--- config.mk ---
export PLATFORM = sky130hd
export DESIGN_NAME = regfile_write_arbiter_flat
export DESIGN_NICKNAME = d
export VERILOG_FILES = /design/src/rtl/regfile_pkg.sv /design/src/rtl/regfile_write_arbiter_if.sv /design/src/rtl/rr_arb2.sv /design/src/rtl/regfile_write_arbiter.sv /design/src/flat_wrapper.sv
export SDC_FILE = /design/constraint.sdc
export NUM_CORES = 1
export LEC_CHECK = 0
export BUFFER_PORTS_ARGS = -buffer_cell sky130_fd_sc_hd__buf_4
export CAP_MARGIN = 20
export CORE_UTILIZATION = 26
export DETAILED_ROUTE_END_ITERATION = 6
export GPL_ROUTABILITY_DRIVEN = 0
export PLACE_DENSITY = 0.59
export REMOVE_ABC_BUFFERS = 1
export SYNTH_ARGS = -nofsm -noshare
export SYNTH_HDL_FRONTEND = slang
export SYNTH_HIERARCHICAL = 1
export SYNTH_SLANG_ARGS = --single-unit
--- constraint.sdc ---
create_clock -name clk -period 3.6 [get_ports clk]
set_input_delay 0 -clock clk [delete_from_list [all_inputs] [get_ports clk]]
set_output_delay 0 -clock clk [all_outputs]
set_load 0.02 [all_outputs]
--- src/rtl/regfile_pkg.sv ---
// Shared constants for the register-file writeback path: address width, register count,
// FSM state encoding and requester identifiers.
package regfile_pkg;

    localparam int unsigned REG_ADDR_W = 5;
    localparam int unsigned NUM_REGS   = 32;

    typedef logic [REG_ADDR_W-1:0] reg_addr_t;

    localparam reg_addr_t REG_ZERO = 5'd0;

    localparam logic [0:0] ST_ARB   = 1'b0;
    localparam logic [0:0] ST_CLEAR = 1'b1;

    localparam int unsigned REQ_ALU = 0;
    localparam int unsigned REQ_MEM = 1;

endpackage

--- src/rtl/regfile_write_arbiter_if.sv ---
// Writeback requests, clear control and register-file write port of regfile_write_arbiter.
// The arbiter connects through the slave modport; requesters drive through master.
interface regfile_write_arbiter_if #(
    parameter int unsigned DATA_WIDTH = 32
);
    import regfile_pkg::*;

    logic                  alu_valid_i;
    reg_addr_t             alu_reg_i;
    logic [DATA_WIDTH-1:0] alu_data_i;
    logic                  alu_ready_o;

    logic                  mem_valid_i;
    reg_addr_t             mem_reg_i;
    logic [DATA_WIDTH-1:0] mem_data_i;
    logic                  mem_ready_o;

    logic                  clear_i;
    logic                  clear_busy_o;
    logic                  clear_done_o;

    logic                  Reg_Write_o;
    reg_addr_t             Write_Register_o;
    logic [DATA_WIDTH-1:0] Write_Data_o;

    modport master (
        output alu_valid_i, alu_reg_i, alu_data_i,
        output mem_valid_i, mem_reg_i, mem_data_i,
        output clear_i,
        input  alu_ready_o, mem_ready_o, clear_busy_o, clear_done_o,
        input  Reg_Write_o, Write_Register_o, Write_Data_o
    );

    modport slave (
        input  alu_valid_i, alu_reg_i, alu_data_i,
        input  mem_valid_i, mem_reg_i, mem_data_i,
        input  clear_i,
        output alu_ready_o, mem_ready_o, clear_busy_o, clear_done_o,
        output Reg_Write_o, Write_Register_o, Write_Data_o
    );

endinterface

--- src/rtl/rr_arb2.sv ---
// Two-way round-robin arbiter. On a contested cycle the pointer's requester wins; after any
// grant the pointer moves to the requester that lost.
module rr_arb2 (
    input  logic       clk,
    input  logic       reset,
    input  logic       en,
    input  logic [1:0] req,
    output logic [1:0] gnt
);
    import regfile_pkg::*;

    logic ptr_q, ptr_d;

    always_comb begin
        gnt = 2'b00;
        if (en) begin
            if (req == 2'b11) begin
                gnt[ptr_q] = 1'b1;
            end else begin
                gnt = req;
            end
        end
    end

    always_comb begin
        ptr_d = ptr_q;
        if (gnt[REQ_ALU]) begin
            ptr_d = 1'(REQ_MEM);
        end else if (gnt[REQ_MEM]) begin
            ptr_d = 1'(REQ_ALU);
        end
    end

    always_ff @(posedge clk) begin
        if (reset) begin
            ptr_q <= 1'(REQ_ALU);
        end else begin
            ptr_q <= ptr_d;
        end
    end

endmodule

--- src/rtl/regfile_write_arbiter.sv ---
// Owns the register file's write port: arbitrates ALU/MEM writebacks round-robin and runs a
// sequencer that zeroes registers 1..NUM_REGS-1 on command.
module regfile_write_arbiter #(
    parameter int unsigned DATA_WIDTH = 32,
    parameter int unsigned NUM_REGS   = regfile_pkg::NUM_REGS
) (
    input logic                    clk,
    input logic                    reset,
    regfile_write_arbiter_if.slave wb
);
    import regfile_pkg::*;

    localparam reg_addr_t LAST_REG = REG_ADDR_W'(NUM_REGS - 1);

    logic [0:0]            state_q, state_d;
    reg_addr_t             clr_cnt_q, clr_cnt_d;
    logic                  we_q, we_d;
    reg_addr_t             wreg_q, wreg_d;
    logic [DATA_WIDTH-1:0] wdata_q, wdata_d;
    logic                  arb_en;
    logic [1:0]            req, gnt;

    // A clear request in ARB pre-empts both valids for that cycle.
    assign arb_en = !reset && (state_q == ST_ARB) && !wb.clear_i;
    assign req    = {wb.mem_valid_i, wb.alu_valid_i};

    rr_arb2 u_rr_arb2 (
        .clk   (clk),
        .reset (reset),
        .en    (arb_en),
        .req   (req),
        .gnt   (gnt)
    );

    assign wb.alu_ready_o      = gnt[REQ_ALU];
    assign wb.mem_ready_o      = gnt[REQ_MEM];
    assign wb.clear_busy_o     = (state_q == ST_CLEAR);
    assign wb.clear_done_o     = (state_q == ST_CLEAR) && (clr_cnt_q == LAST_REG);
    assign wb.Reg_Write_o      = we_q;
    assign wb.Write_Register_o = wreg_q;
    assign wb.Write_Data_o     = wdata_q;

    always_comb begin
        state_d   = state_q;
        clr_cnt_d = clr_cnt_q;
        we_d      = 1'b0;
        wreg_d    = wreg_q;
        wdata_d   = wdata_q;
        case (state_q)
            ST_ARB: begin
                if (wb.clear_i) begin
                    state_d   = ST_CLEAR;
                    clr_cnt_d = '0;
                end else if (gnt[REQ_ALU]) begin
                    we_d    = (wb.alu_reg_i != REG_ZERO);
                    wreg_d  = wb.alu_reg_i;
                    wdata_d = wb.alu_data_i;
                end else if (gnt[REQ_MEM]) begin
                    we_d    = (wb.mem_reg_i != REG_ZERO);
                    wreg_d  = wb.mem_reg_i;
                    wdata_d = wb.mem_data_i;
                end
            end
            ST_CLEAR: begin
                // The counter holds the register written this cycle; it saturates at LAST_REG.
                if (clr_cnt_q == LAST_REG) begin
                    state_d = ST_ARB;
                end else begin
                    clr_cnt_d = clr_cnt_q + 1'b1;
                    we_d      = 1'b1;
                    wreg_d    = clr_cnt_q + 1'b1;
                    wdata_d   = '0;
                end
            end
            default: state_d = ST_ARB;
        endcase
    end

    always_ff @(posedge clk) begin
        if (reset) begin
            state_q   <= ST_ARB;
            clr_cnt_q <= '0;
            we_q      <= 1'b0;
            wreg_q    <= '0;
            wdata_q   <= '0;
        end else begin
            state_q   <= state_d;
            clr_cnt_q <= clr_cnt_d;
            we_q      <= we_d;
            wreg_q    <= wreg_d;
            wdata_q   <= wdata_d;
        end
    end

endmodule

--- src/flat_wrapper.sv ---
// flat-port wrapper written by rule: the top's interface ports become plain ports
module regfile_write_arbiter_flat import regfile_pkg::*;
#(
    parameter int unsigned DATA_WIDTH = 32,
    parameter int unsigned NUM_REGS   = regfile_pkg::NUM_REGS
)
  (clk, reset, wb_alu_valid_i, wb_alu_reg_i, wb_alu_data_i, wb_mem_valid_i, wb_mem_reg_i, wb_mem_data_i, wb_clear_i, wb_alu_ready_o, wb_mem_ready_o, wb_clear_busy_o, wb_clear_done_o, wb_Reg_Write_o, wb_Write_Register_o, wb_Write_Data_o);
  regfile_write_arbiter_if #(.DATA_WIDTH(DATA_WIDTH)) wb_i ();
  input logic clk;
  input logic reset;
  input wire logic [$bits(wb_i.alu_valid_i)-1:0] wb_alu_valid_i;
  input wire logic [$bits(wb_i.alu_reg_i)-1:0] wb_alu_reg_i;
  input wire logic [$bits(wb_i.alu_data_i)-1:0] wb_alu_data_i;
  input wire logic [$bits(wb_i.mem_valid_i)-1:0] wb_mem_valid_i;
  input wire logic [$bits(wb_i.mem_reg_i)-1:0] wb_mem_reg_i;
  input wire logic [$bits(wb_i.mem_data_i)-1:0] wb_mem_data_i;
  input wire logic [$bits(wb_i.clear_i)-1:0] wb_clear_i;
  output wire logic [$bits(wb_i.alu_ready_o)-1:0] wb_alu_ready_o;
  output wire logic [$bits(wb_i.mem_ready_o)-1:0] wb_mem_ready_o;
  output wire logic [$bits(wb_i.clear_busy_o)-1:0] wb_clear_busy_o;
  output wire logic [$bits(wb_i.clear_done_o)-1:0] wb_clear_done_o;
  output wire logic [$bits(wb_i.Reg_Write_o)-1:0] wb_Reg_Write_o;
  output wire logic [$bits(wb_i.Write_Register_o)-1:0] wb_Write_Register_o;
  output wire logic [$bits(wb_i.Write_Data_o)-1:0] wb_Write_Data_o;
  assign wb_i.alu_valid_i = wb_alu_valid_i;
  assign wb_i.alu_reg_i = wb_alu_reg_i;
  assign wb_i.alu_data_i = wb_alu_data_i;
  assign wb_i.mem_valid_i = wb_mem_valid_i;
  assign wb_i.mem_reg_i = wb_mem_reg_i;
  assign wb_i.mem_data_i = wb_mem_data_i;
  assign wb_i.clear_i = wb_clear_i;
  assign wb_alu_ready_o = wb_i.alu_ready_o;
  assign wb_mem_ready_o = wb_i.mem_ready_o;
  assign wb_clear_busy_o = wb_i.clear_busy_o;
  assign wb_clear_done_o = wb_i.clear_done_o;
  assign wb_Reg_Write_o = wb_i.Reg_Write_o;
  assign wb_Write_Register_o = wb_i.Write_Register_o;
  assign wb_Write_Data_o = wb_i.Write_Data_o;
  regfile_write_arbiter #(.DATA_WIDTH(DATA_WIDTH), .NUM_REGS(NUM_REGS)) u_core (.clk(clk), .reset(reset), .wb(wb_i));
endmodule
==> flow_metrics.env <==
export IMPL_intPower_mw=0.7540
export IMPL_drv_slew=0
export IMPL_reg2reg_depth=8
export IMPL_fin_skew_ns=0.003279
export IMPL_path_max_fanout=33
export IMPL_reg2reg_setup_slack_ns=0.84
export IMPL_rsz0062_at_grt="no"
export IMPL_die_w_um=100.5
export IMPL_synth_top_area_frac=0.3571
export IMPL_powerDensity_mw_per_mm2=291.0
export IMPL_wl_per_cell_um=14.65
export IMPL_drt_iter0_drc=139
export IMPL_synth_seq_cells=45
export IMPL_r2r_end="u_core/wb.Write_Data_o[11]"
export IMPL_slew_limit_headroom=0.4958
export IMPL_h_tree_depth=2
export IMPL_met2_usage=0.2503
export IMPL_yosysMostFrequentCell="dfxtp_1"
export IMPL_grt_max_degree=54
export IMPL_grt_pass1_wl_um=11940
export IMPL_root_buffer="clkbuf_8"
export IMPL_clkLatencyLatePin_ns=0.29
export IMPL_crit_path_start="u_core/wb.clear_busy_o"
export IMPL_ant_nets=0
export IMPL_dp_slack_ns=0.8335
export IMPL_antenna_found_initial=0
export IMPL_avgSynthCellArea_um2=8.638
export IMPL_power_mw=1.040
export IMPL_worstHoldStart="wb_alu_data_i[5]"
export IMPL_drc=0
export IMPL_p_switching_mw=0.2858
export IMPL_layout_drive_gt1_share=0.3503
export IMPL_numCtsBuffers=5
export IMPL_whs_path_depth=4
export IMPL_clockPowerShare=0.287
export IMPL_dp_hpwl_um=5370
export IMPL_core_region_area_mm2=0.009328
export IMPL_ys_flop_type="dfxtp_1"
export IMPL_grt_total_usage=0.1481
export IMPL_ir_drop_mv=0.1443
export IMPL_r2r_start="u_core/wb.clear_busy_o"
export IMPL_final_cell_area_mm2=0.003573
export IMPL_drt_total_wl_um=7662
export IMPL_n_fill_cell=976
export IMPL_hold_path_class="in -> reg"
export IMPL_die_area_mm2=0.01010
export IMPL_cts_max_path_buffers=2
export IMPL_arrival_ns=2.98
export IMPL_switching_share=0.2749
export IMPL_die_h_um=100.5
export IMPL_grt_pass1_vias=2367
export IMPL_port_buffer_count=120
export IMPL_leakagePower_nw=1.354
export IMPL_dpl_cell_area_mm2=0.003483
export IMPL_cts_sinks=45
export IMPL_antenna_cells=0
export IMPL_cts_tree="built"
export IMPL_synthTopCellsByCount="45 x dfxtp_1, 39 x a21oi_1, 32 x o211ai_1"
export IMPL_synth_area_leaders="dfxtp_1 36%, o211ai_1 9.5%, mux2i_1 8.3%"
export IMPL_hold_viol=0
export IMPL_start_util=0.2704
export IMPL_postSynthCellCount=292
export IMPL_synth_largest_area_cell="dfxtp_1"
export IMPL_synth_edf_count=0
export IMPL_fin_nets=474
export IMPL_met1_usage=0.1934
export IMPL_synth_cell_types=38
export IMPL_period_needed_ns=2.756
export IMPL_io_pins=121
export IMPL_rows=35
export IMPL_drt_first_pass_iters=4
export IMPL_synth_cell_area_mm2=0.002522
export IMPL_async_reset_ff_frac=0
export IMPL_tightestPinTransition_ns=0.7562
export IMPL_cp_data_required_time_ns=3.82
export IMPL_yosysWarnings=6
export IMPL_drv_cap=0
export IMPL_cp_end_kind="flop"
export IMPL_vias=2628
export IMPL_setup_viol=0
export IMPL_p_seq_frac=0.499
export IMPL_crit_path_start_kind="flop"
export IMPL_worst_slack_ns=0.8436
export IMPL_fmax_mhz=362.8
export IMPL_viasPerCell=5.025
export IMPL_status="complete, no violations"
export IMPL_critical_path_class="reg -> reg"
export IMPL_pwr_share_comb=0.213
export IMPL_area_growth_synth_to_final_pct=41.67
export IMPL_grt_busiest_layer="met2"
export IMPL_yosysSeqAreaShare=0.3571
export IMPL_gr_total_overflow=0
export IMPL_setup_tns_final_ns=0
export IMPL_cts_clk_slew_worst_paths_ns=0.08
export IMPL_hold_end="u_core/wb.Write_Data_o[5]"
export IMPL_fin_crit_sh=0.7657
export IMPL_grt_util_met3=0.03537
==> stage by stage <==
| step | utilization | hold slack (ns) | instances |
|---|---|---|---|
| global route | 0.3831 | 0.04818 | 523 |
| global placement | 0.3734 | 0.2488 | 514 |
| CTS | 0.3831 | 0.05349 | 523 |
| detailed placement | 0.3734 | 0.2542 | 514 |
| floorplan | - | 0.06907 | 258 |
| finish | 0.3831 | 0.06084 | 523 |
==> cell families (layout without fill, tap and decap cells) <==
family,Yosys count,after routing,share of synthesized area
muxes,26,26,0.1057
adders and majority gates,2,2,0.009919
DFF,45,45,0.3571
buffers and inverters,38,140,0.07490
AOI/OAI and AO/OA,106,106,0.2753
xor gates and xnor gates,1,1,0.003473
and+or+nand+nor,74,74,0.1736
==> state kept, by name, summed over array words and instances, names as in the netlist <==
signal and flops:
u_core/clr_cnt_q 5, u_core/wb.Write_Register_o 5, u_core/wb.Reg_Write_o 1, u_core/wb.Write_Data_o 32, u_core/u_rr_arb2/ptr_q 1, u_core/wb.clear_busy_o 1
==> layout make-up <==
type / instances / area (µm²) / area share
multi-input cells: 209 / 1453 / 0.4065
repair buffers: 128 / 963.4 / 0.2696
flip-flops and latches: 45 / 900.9 / 0.2521
well taps: 129 / 161.4 / 0.04517
clock buffers: 8 / 80.08 / 0.02241
inverters: 4 / 15.01 / 0.004202
==> metal layers <==
| metal | wire length (µm) | share of wire |
|---|---|---|
| met5 | 0 | 0 |
| met4 | 48 | 0.0063 |
| met2 | 3824 | 0.50 |
| met1 | 3380 | 0.44 |
| met3 | 408 | 0.053 |
==> timing repair <==
| item | in CTS | in global routing |
|---|---|---|
| gates resized for setup | 0 | 0 |
| hold buffers | 1 | 0 |
| setup buffers | 0 | 0 |
| hold endpoints to repair | 1 | 0 |
==> power groups by stage <==
stage | clock network [mW] | registers, mW | logic [mW]
6_report | 0.299 | 0.519 | 0.222
5_1_grt | 0.331 | 0.521 | 0.242
4_1_cts | 0.313 | 0.520 | 0.225
3_5_place_dp | 0 | 0.531 | 0.223
3_3_place_gp | 0 | 0.531 | 0.222
2_1_floorplan | 0 | 0.547 | 0.0766
==> worst max-delay path by stage <==
stage | end | slack (ns)
2_1_floorplan | u_core/wb.Write_Data_o[11] | -2.81
3_5_place_dp | u_core/wb.Write_Data_o[11] | 0.83
5_1_grt | u_core/wb.Write_Data_o[27] | 0.58
3_3_place_gp | u_core/wb.Write_Data_o[27] | 0.93
4_1_cts | u_core/wb.Write_Data_o[29] | 0.82
6_report | u_core/wb.Write_Data_o[11] | 0.84
==> worst max-delay path, stage by stage (launching register included) <==
cell and delay [ns]:
dfxtp_1 0.31, or2_2 0.30, nor2_1 0.22, nand2_1 0.13, a21oi_4 0.51, buf_4 0.51, mux2i_1 0.14, or4_1 0.41
a21oi_1 0.16
==> placed cells by master, fill, tap and decap left out, types with 2 or more instances in the layout <==
cell type,netlist,layout
o2111ai_1,4,4
o211ai_1,32,32
mux2i_1,21,21
inv_1,4,4
clkbuf_8,0,5
nand2_1,22,22
dfxtp_1,45,45
o21ai_0,4,4
nand2b_1,2,2
or2_2,1,2
a21oi_1,39,37
a21o_1,15,15
ha_1,2,2
mux2_1,4,4
a311oi_1,3,3
o31ai_1,4,4
a211oi_1,2,2
or4_1,18,18
nor2_1,4,4
nor3_1,2,2
clkbuf_1,16,3
nand3_1,2,2
buf_4,2,127
nand3b_1,15,15
(Power assumes the default switching activity.)
